[src/rtl/maxpool2x2_relu_stream.sv]
// Streaming ReLU + 2x2/stride-2 max-pool over a row-major pixel stream.
// Build option: define MAXPOOL_RELU_EN to apply ReLU before pooling; undefined pools raw floats.
module maxpool2x2_relu_stream #(
  parameter int DATA_WIDTH = 32,
  parameter int WIDTH      = 112,
  parameter int HEIGHT     = 112
) (
  input  logic                  clk,
  input  logic                  rst,
  input  logic [DATA_WIDTH-1:0] data_in,
  input  logic                  valid_in,
  output logic [DATA_WIDTH-1:0] data_out,
  output logic                  valid_out,
  output logic                  frame_done
);

  // Handshake: valid-only stream, no ready; a pixel is consumed on every clk with valid_in=1,
  // and valid_out/frame_done are single-cycle strobes the downstream must take immediately.

  localparam int CW    = $clog2(WIDTH);
  localparam int RW    = (HEIGHT > 2) ? $clog2(HEIGHT) : 1;
  localparam int DEPTH = WIDTH / 2;

  // Order key over IEEE-754 bit patterns; with ReLU every operand is non-negative so raw bits suffice.
  function automatic logic [DATA_WIDTH-1:0] order_key(input logic [DATA_WIDTH-1:0] x);
`ifdef MAXPOOL_RELU_EN
    return x;
`else
    return x[DATA_WIDTH-1] ? ~x : (x ^ {1'b1, {(DATA_WIDTH-1){1'b0}}});
`endif
  endfunction

  function automatic logic [DATA_WIDTH-1:0] activate(input logic [DATA_WIDTH-1:0] x);
`ifdef MAXPOOL_RELU_EN
    return x[DATA_WIDTH-1] ? '0 : x;
`else
    return x;
`endif
  endfunction

  // Ties keep the earlier operand a.
  function automatic logic [DATA_WIDTH-1:0] pick_max(input logic [DATA_WIDTH-1:0] a,
                                                     input logic [DATA_WIDTH-1:0] b);
    return (order_key(b) > order_key(a)) ? b : a;
  endfunction

  logic [CW-1:0]         col;
  logic [RW-1:0]         row;
  logic [DATA_WIDTH-1:0] hold;
  logic [DATA_WIDTH-1:0] linebuf [DEPTH];
  logic [DATA_WIDTH-1:0] pix;
  logic [DATA_WIDTH-1:0] hmax;
  logic [DATA_WIDTH-1:0] vmax;
  logic                  last_col;
  logic                  last_row;

  always_comb begin
    pix      = activate(data_in);
    hmax     = pick_max(hold, pix);
    vmax     = pick_max(linebuf[col[CW-1:1]], hmax);
    last_col = (col == CW'(WIDTH - 1));
    last_row = (row == RW'(HEIGHT - 1));
  end

  always_ff @(posedge clk or posedge rst) begin
    if (rst) begin
      col        <= '0;
      row        <= '0;
      hold       <= '0;
      data_out   <= '0;
      valid_out  <= 1'b0;
      frame_done <= 1'b0;
    end else begin
      valid_out  <= 1'b0;
      frame_done <= 1'b0;
      if (valid_in) begin
        if (!col[0]) hold <= pix;
        if (col[0] && row[0]) begin
          data_out   <= vmax;
          valid_out  <= 1'b1;
          frame_done <= last_row && last_col;
        end
        if (last_col) begin
          col <= '0;
          row <= last_row ? '0 : row + 1'b1;
        end else begin
          col <= col + 1'b1;
        end
      end
    end
  end

  // Half-row buffer of horizontal maxima from the even row; no reset needed, written before read.
  always_ff @(posedge clk) begin
    if (valid_in && col[0] && !row[0]) linebuf[col[CW-1:1]] <= hmax;
  end

endmodule

[config.mk]
export PLATFORM = sky130hd
export DESIGN_NAME = maxpool2x2_relu_stream
export DESIGN_NICKNAME = d
export VERILOG_FILES = /design/src/rtl/maxpool2x2_relu_stream.sv
export SDC_FILE = /design/constraint.sdc
export NUM_CORES = 2
export LEC_CHECK = 0
export CELL_PAD_IN_SITES_DETAIL_PLACEMENT = 0
export CELL_PAD_IN_SITES_GLOBAL_PLACEMENT = 2
export CORE_UTILIZATION = 46
export CTS_CLUSTER_SIZE = 40
export DETAILED_ROUTE_END_ITERATION = 12
export PLACE_DENSITY = 0.73
export SLEW_MARGIN = 20
export SYNTH_ARGS = -nofsm -noshare
export SYNTH_HDL_FRONTEND = slang
export SYNTH_SLANG_ARGS = --single-unit
[constraint.sdc]
create_clock -name clk -period 18.3 [get_ports clk]
set_input_delay 3.66 -clock clk [delete_from_list [all_inputs] [get_ports clk]]
set_output_delay 3.66 -clock clk [all_outputs]
set_load 0.01 [all_outputs]
# Word level (Yosys, flattened, before mapping)
# Memories as Yosys holds them, arrays and structs flattened.
# Cells that the tools add are included.
# classes
add_sub_neg	2
order_cmp	2
eq_ne	2
mux	14
bitwise	9
reduce_logical	8
# op_table
operator	n
2-to-1 mux 32 bit	6
inverter 32 bit	4
> comparator 32 bit	2
adder 7 x 1 -> 7 bit, second input constant	2
== test 7 bit, second input constant	2
2-to-1 mux 7 bit	2
2-to-1 mux 1 bit	6
AND reduction 2 bit	3
inverter 1 bit	5
logical AND 1 bit	4
zero test 1 bit	1
# totals
reg_bits	80
ramBits	1792
inputBits	35
output_inout_bits	34
wordCells	44
mem_count	1
# mem_list
memory	words	width	rd	rd_clocked_by_memory_dff	write_ports	line_no	rtl
linebuf	56	32	1	0	1	50	logic [DATA_WIDTH-1:0] linebuf [DEPTH];

# Depth between registers and ports, before layout
# depth
depth_word	8
mapped_depth	23
mapped_depth_nobuf	18

# Worst setup path before layout
# No wires, ideal clock.
# synth_timing
path_kind	in2reg
startpoint	input port data_in[31]
endpoint	register data_out[13]
setup_ps	87
t_arrival_ps	10688
required_time_ps	18213
slack_ps	7525
stages	23
path_buffers	6
cell_sequence	clkbuf_1 buf_1 xor2_1 ha_1 nand4_1 nor3_1 o21ai_0 a31oi_1 o21ai_2 buf_4 buf_4 o21ai_0 xnor2_1 ha_1 nand4_1 or4_1 o21bai_1 o22a_1 and3_1 clkbuf_1 clkbuf_1 nand2_1 o211ai_1
# synth_between
elab_chain_cells	8
elab_cells_between_ends	10
classes_between	order compare (2); mux (4); bitwise (4)
# synth_rtl
element	line_no	rtl
start: declaration	10	input logic [DATA_WIDTH-1:0] data_in,
inverter 1 bit (no source line) or inverter 32 bit (tied branches)	n/a	
2-to-1 mux 32 bit (*)	29	return x[DATA_WIDTH-1] ? ~x : (x ^ {1'b1, {(DATA_WIDTH-1){1'b0}}});
> comparator 32 bit (*)	44	return (order_key(b) > order_key(a)) ? b : a;
2-to-1 mux 32 bit (*)	44	
via hmax[24]	52	logic [DATA_WIDTH-1:0] hmax;
inverter 32 bit	29	
2-to-1 mux 32 bit (*)	29	
> comparator 32 bit (*)	44	
2-to-1 mux 32 bit (*)	44	
end signal: assignment	79	data_out <= vmax;
end: declaration	12	output logic [DATA_WIDTH-1:0] data_out,
# Mark *: on every way through the listed nets, which the timed path passes. The rest lies on a longest branch.
# A chain may end at the register's enable or synchronous reset.

# Worst setup path in the final report
# layout_timing
startpoint	input port data_in[31]
endpoint	register data_out[18]
# layout_between
elab_chain_cells	8
elab_cells_between_ends	10
classes_between	order compare (2); mux (4); bitwise (4)
# layout_rtl
element	line_no
inverter 1 bit (no source line) or inverter 32 bit (tied branches)	n/a
2-to-1 mux 32 bit	29
> comparator 32 bit	44
2-to-1 mux 32 bit (*)	44
inverter 32 bit or inverter 1 bit (tied branches)	n/a
2-to-1 mux 32 bit	29
> comparator 32 bit	44
2-to-1 mux 32 bit (*)	44
# Every way passes the cells marked *; elsewhere a longest branch is shown, timed or not.

==> impl_metrics.toml <==
[run_status]
status = "completed"

[worst_setup_path]
r2r_setup_slack_ps = 9380
path_class = "primary input to flip-flop"
r2r_end = "data_out[18]"
r2r_cells = 18
start_kind = "primary input"
worstPathRequired_ps = 18960
path_max_fanout = 60
crit_end = "data_out[18]"
cp-startpoint = "data_in[31]"
cp.arrival_ps = 10610
endpoint_kind = "flip-flop"
r2r_start = "col[3]"

[place]
dp_hpwl_um = 145000
gp_congestion = 0.855
postPlaceCellArea_um2 = 79700
dp_slack_ps = 7650
io_buffer_count = 68

[floorplan]
coreArea_um2 = 163000
die_x_um = 408
start_util = 0.465
io_pins = 69
fp.dieH_um = 408
die-area_um2 = 167000
num_rows = 148

[global_routing]
grt_pass1_vias = 43300
grt_antenna_before_repair = 13
overflow = 0
track_usage = 0.308
grt_max_degree = 115
grt_pass1_wl_um = 357000

[yosys]
ys.flop_type = "edfxtp_1"
avgSynthCellArea_um2 = 16.9
synth_nets = 4584
yosysUniqueCellTypes = 81
yosys-top-cells-area = "edfxtp_1 (71%), mux2_2 (4.3%), mux2i_1 (2.9%), dfrtp_1 (2.6%), a221oi_1 (2.3%)"
synthArstFlopShare = 0.0427
yosys.area.top_type = "edfxtp_1"
syn-cell-area_um2 = 75900
ys_ff_latch = 1872
syn_inst = 4483
yosysTopAreaCellShare = 0.709
yosysSeqAreaShare = 0.735
synth_warnings = 0
synth_edf_count = 1792

[timing]
tns_ps = 0
drv_slew = 0
slew_headroom = 0.162
fin_crit_ps = 9960
worst_slack_ps = 8340
setup_viol = 0
tightest_slew_ps = 1250
final_hold_viol_count = 0
skew_ps = 28.6
fin_crit_sh = 0.544
clock.fmax_mhz = 100
rsz0062_at_grt = "false"

[clock_tree]
cts_hold_buffers = 0
cts_tree = "yes"
cts_root_buf = "clkbuf_16"
cts_resized = 0
cts-buffers-inserted = 193
clock_latency_ps = 850
post-cts-setup-buffer-count = 0
clk_pin_slew_ps = 60
htreeDepth = 4
clock_path_buffers = 3
cts.sinks = 1872

[drt]
via_per_inst = 6.60
wirelength_um = 259000
dr_total_vias = 46000
dr.pass1.iters = 6
wl_per_cell_um = 37.2
drc = 0
drtIter0Drc = 6635
drtAntennaViolNets = 0

[worst_hold_path]
worstHoldStart = "data_out[14]"
hp-class = "flip-flop to flip-flop"

[final_layout]
final_cell_mix = "edfxtp_1 (1792), mux2_2 (287), mux2i_1 (219)"
area_delta_synth_final_pct = 13.1
drive_above_1_share = 0.188
stdcell_area_um2 = 85900
layout_commonest_cell = "edfxtp_1"
layout.nets = 4721

[power_and_ir_drop]
p_per_area_nw_per_um2 = 176
ir_worst_vdd_mv = 0.133
p_leak_nw = 27.9
totalPowerFinal_mw = 15.1

[flow_run]
maxCapViolCount = 0
==> how the worst min path moves through the flow <==
stage	to	slack (ps)	cells past startpoint
final	data_out[14]	490	2
after global routing	data_out[2]	530	2
after CTS	data_out[14]	490	2
after detailed placement	data_out[14]	480	2
after global placement	data_out[4]	470	2
after floorplan	row[2]	490	1
==> kinds of logic after synthesis <==
family,Yosys count,synth area share
muxes,555,0.0859
and+or+nand+nor,509,0.0320
DFF,1872,0.735
AOI/OAI and AO/OA,1005,0.0982
buffers and inverters,348,0.0227
adders and majority gates,66,0.0109
xor gates and xnor gates,128,0.0148
==> sequential cells by signal, indices dropped and copies added, names as in the netlist <==
signal      count
data_out       32
linebuf      1792
col             7
row             7
frame_done      1
valid_out       1
hold           32
==> area by class of cell <==
type                    instances  area [µm²]
diodes                          6        15.0
clock buffers                 243        5070
clock inverters               118        1040
fillers                     13300       77500
inverters                      43         178
multi-input cells            2263       18900
flip-flops and latches       1872       55800
well taps                    2175        2720
repair buffers                247        2110
==> power breakdown <==
group / switching [mW] / internal, mW / leakage, nW
logic: 4.08 / 1.75 / 7.81
registers: 0.136 / 5.35 / 17.1
clock network: 1.69 / 2.15 / 3.00
==> stage by stage <==
step	util	hold slack [ps]	instances
2_1_floorplan	-	485	4483
3_3_place_gp	0.488	475	6600
3_5_place_dp	0.488	477	6600
4_1_cts	0.526	492	6961
5_1_grt	0.526	525	6961
6_report	0.526	493	6967
==> critical path: stages <==
cell,delay [ps]
buf_2,730
xor2_1,170
ha_1,340
nand4_1,180
nor3_1,320
o21ai_0,200
a31oi_1,310
o21ai_4,100
mux2i_4,270
inv_2,490
buf_4,700
xnor2_1,160
ha_1,360
nand4_1,250
or4_1,650
o21bai_1,170
o22a_1,220
nand2_1,120
nand2_1,830
o221ai_1,270
==> per-layer routing <==
layer  part of all wire  up-vias  GRT usage
li1                   -    18500          -
met1               0.41    24200      0.441
met2               0.45     2790      0.468
met3               0.10      490     0.0658
met4              0.037        4      0.107
met5            0.00010        -          0
==> cells in the mapped netlist (all sizes together), types with 16 or more instances <==
| cell type | n |
|---|---|
| a211oi | 17 |
| a21oi | 129 |
| a221o | 78 |
| a221oi | 203 |
| a22o | 35 |
| a22oi | 143 |
| a31oi | 22 |
| buf | 207 |
| clkbuf | 98 |
| dfrtp | 80 |
| edfxtp | 1792 |
| ha | 66 |
| inv | 42 |
| mux2 | 288 |
| mux2i | 220 |
| mux4 | 47 |
| nand2 | 191 |
| nand2b | 16 |
| nand3 | 28 |
| nand4 | 25 |
| nor2 | 145 |
| nor3 | 20 |
| o211ai | 32 |
| o21ai | 150 |
| o221ai | 30 |
| o22ai | 55 |
| o2bb2ai | 36 |
| xnor2 | 77 |
| xor2 | 51 |
No activity file was read; power rests on OpenSTA's default activity.
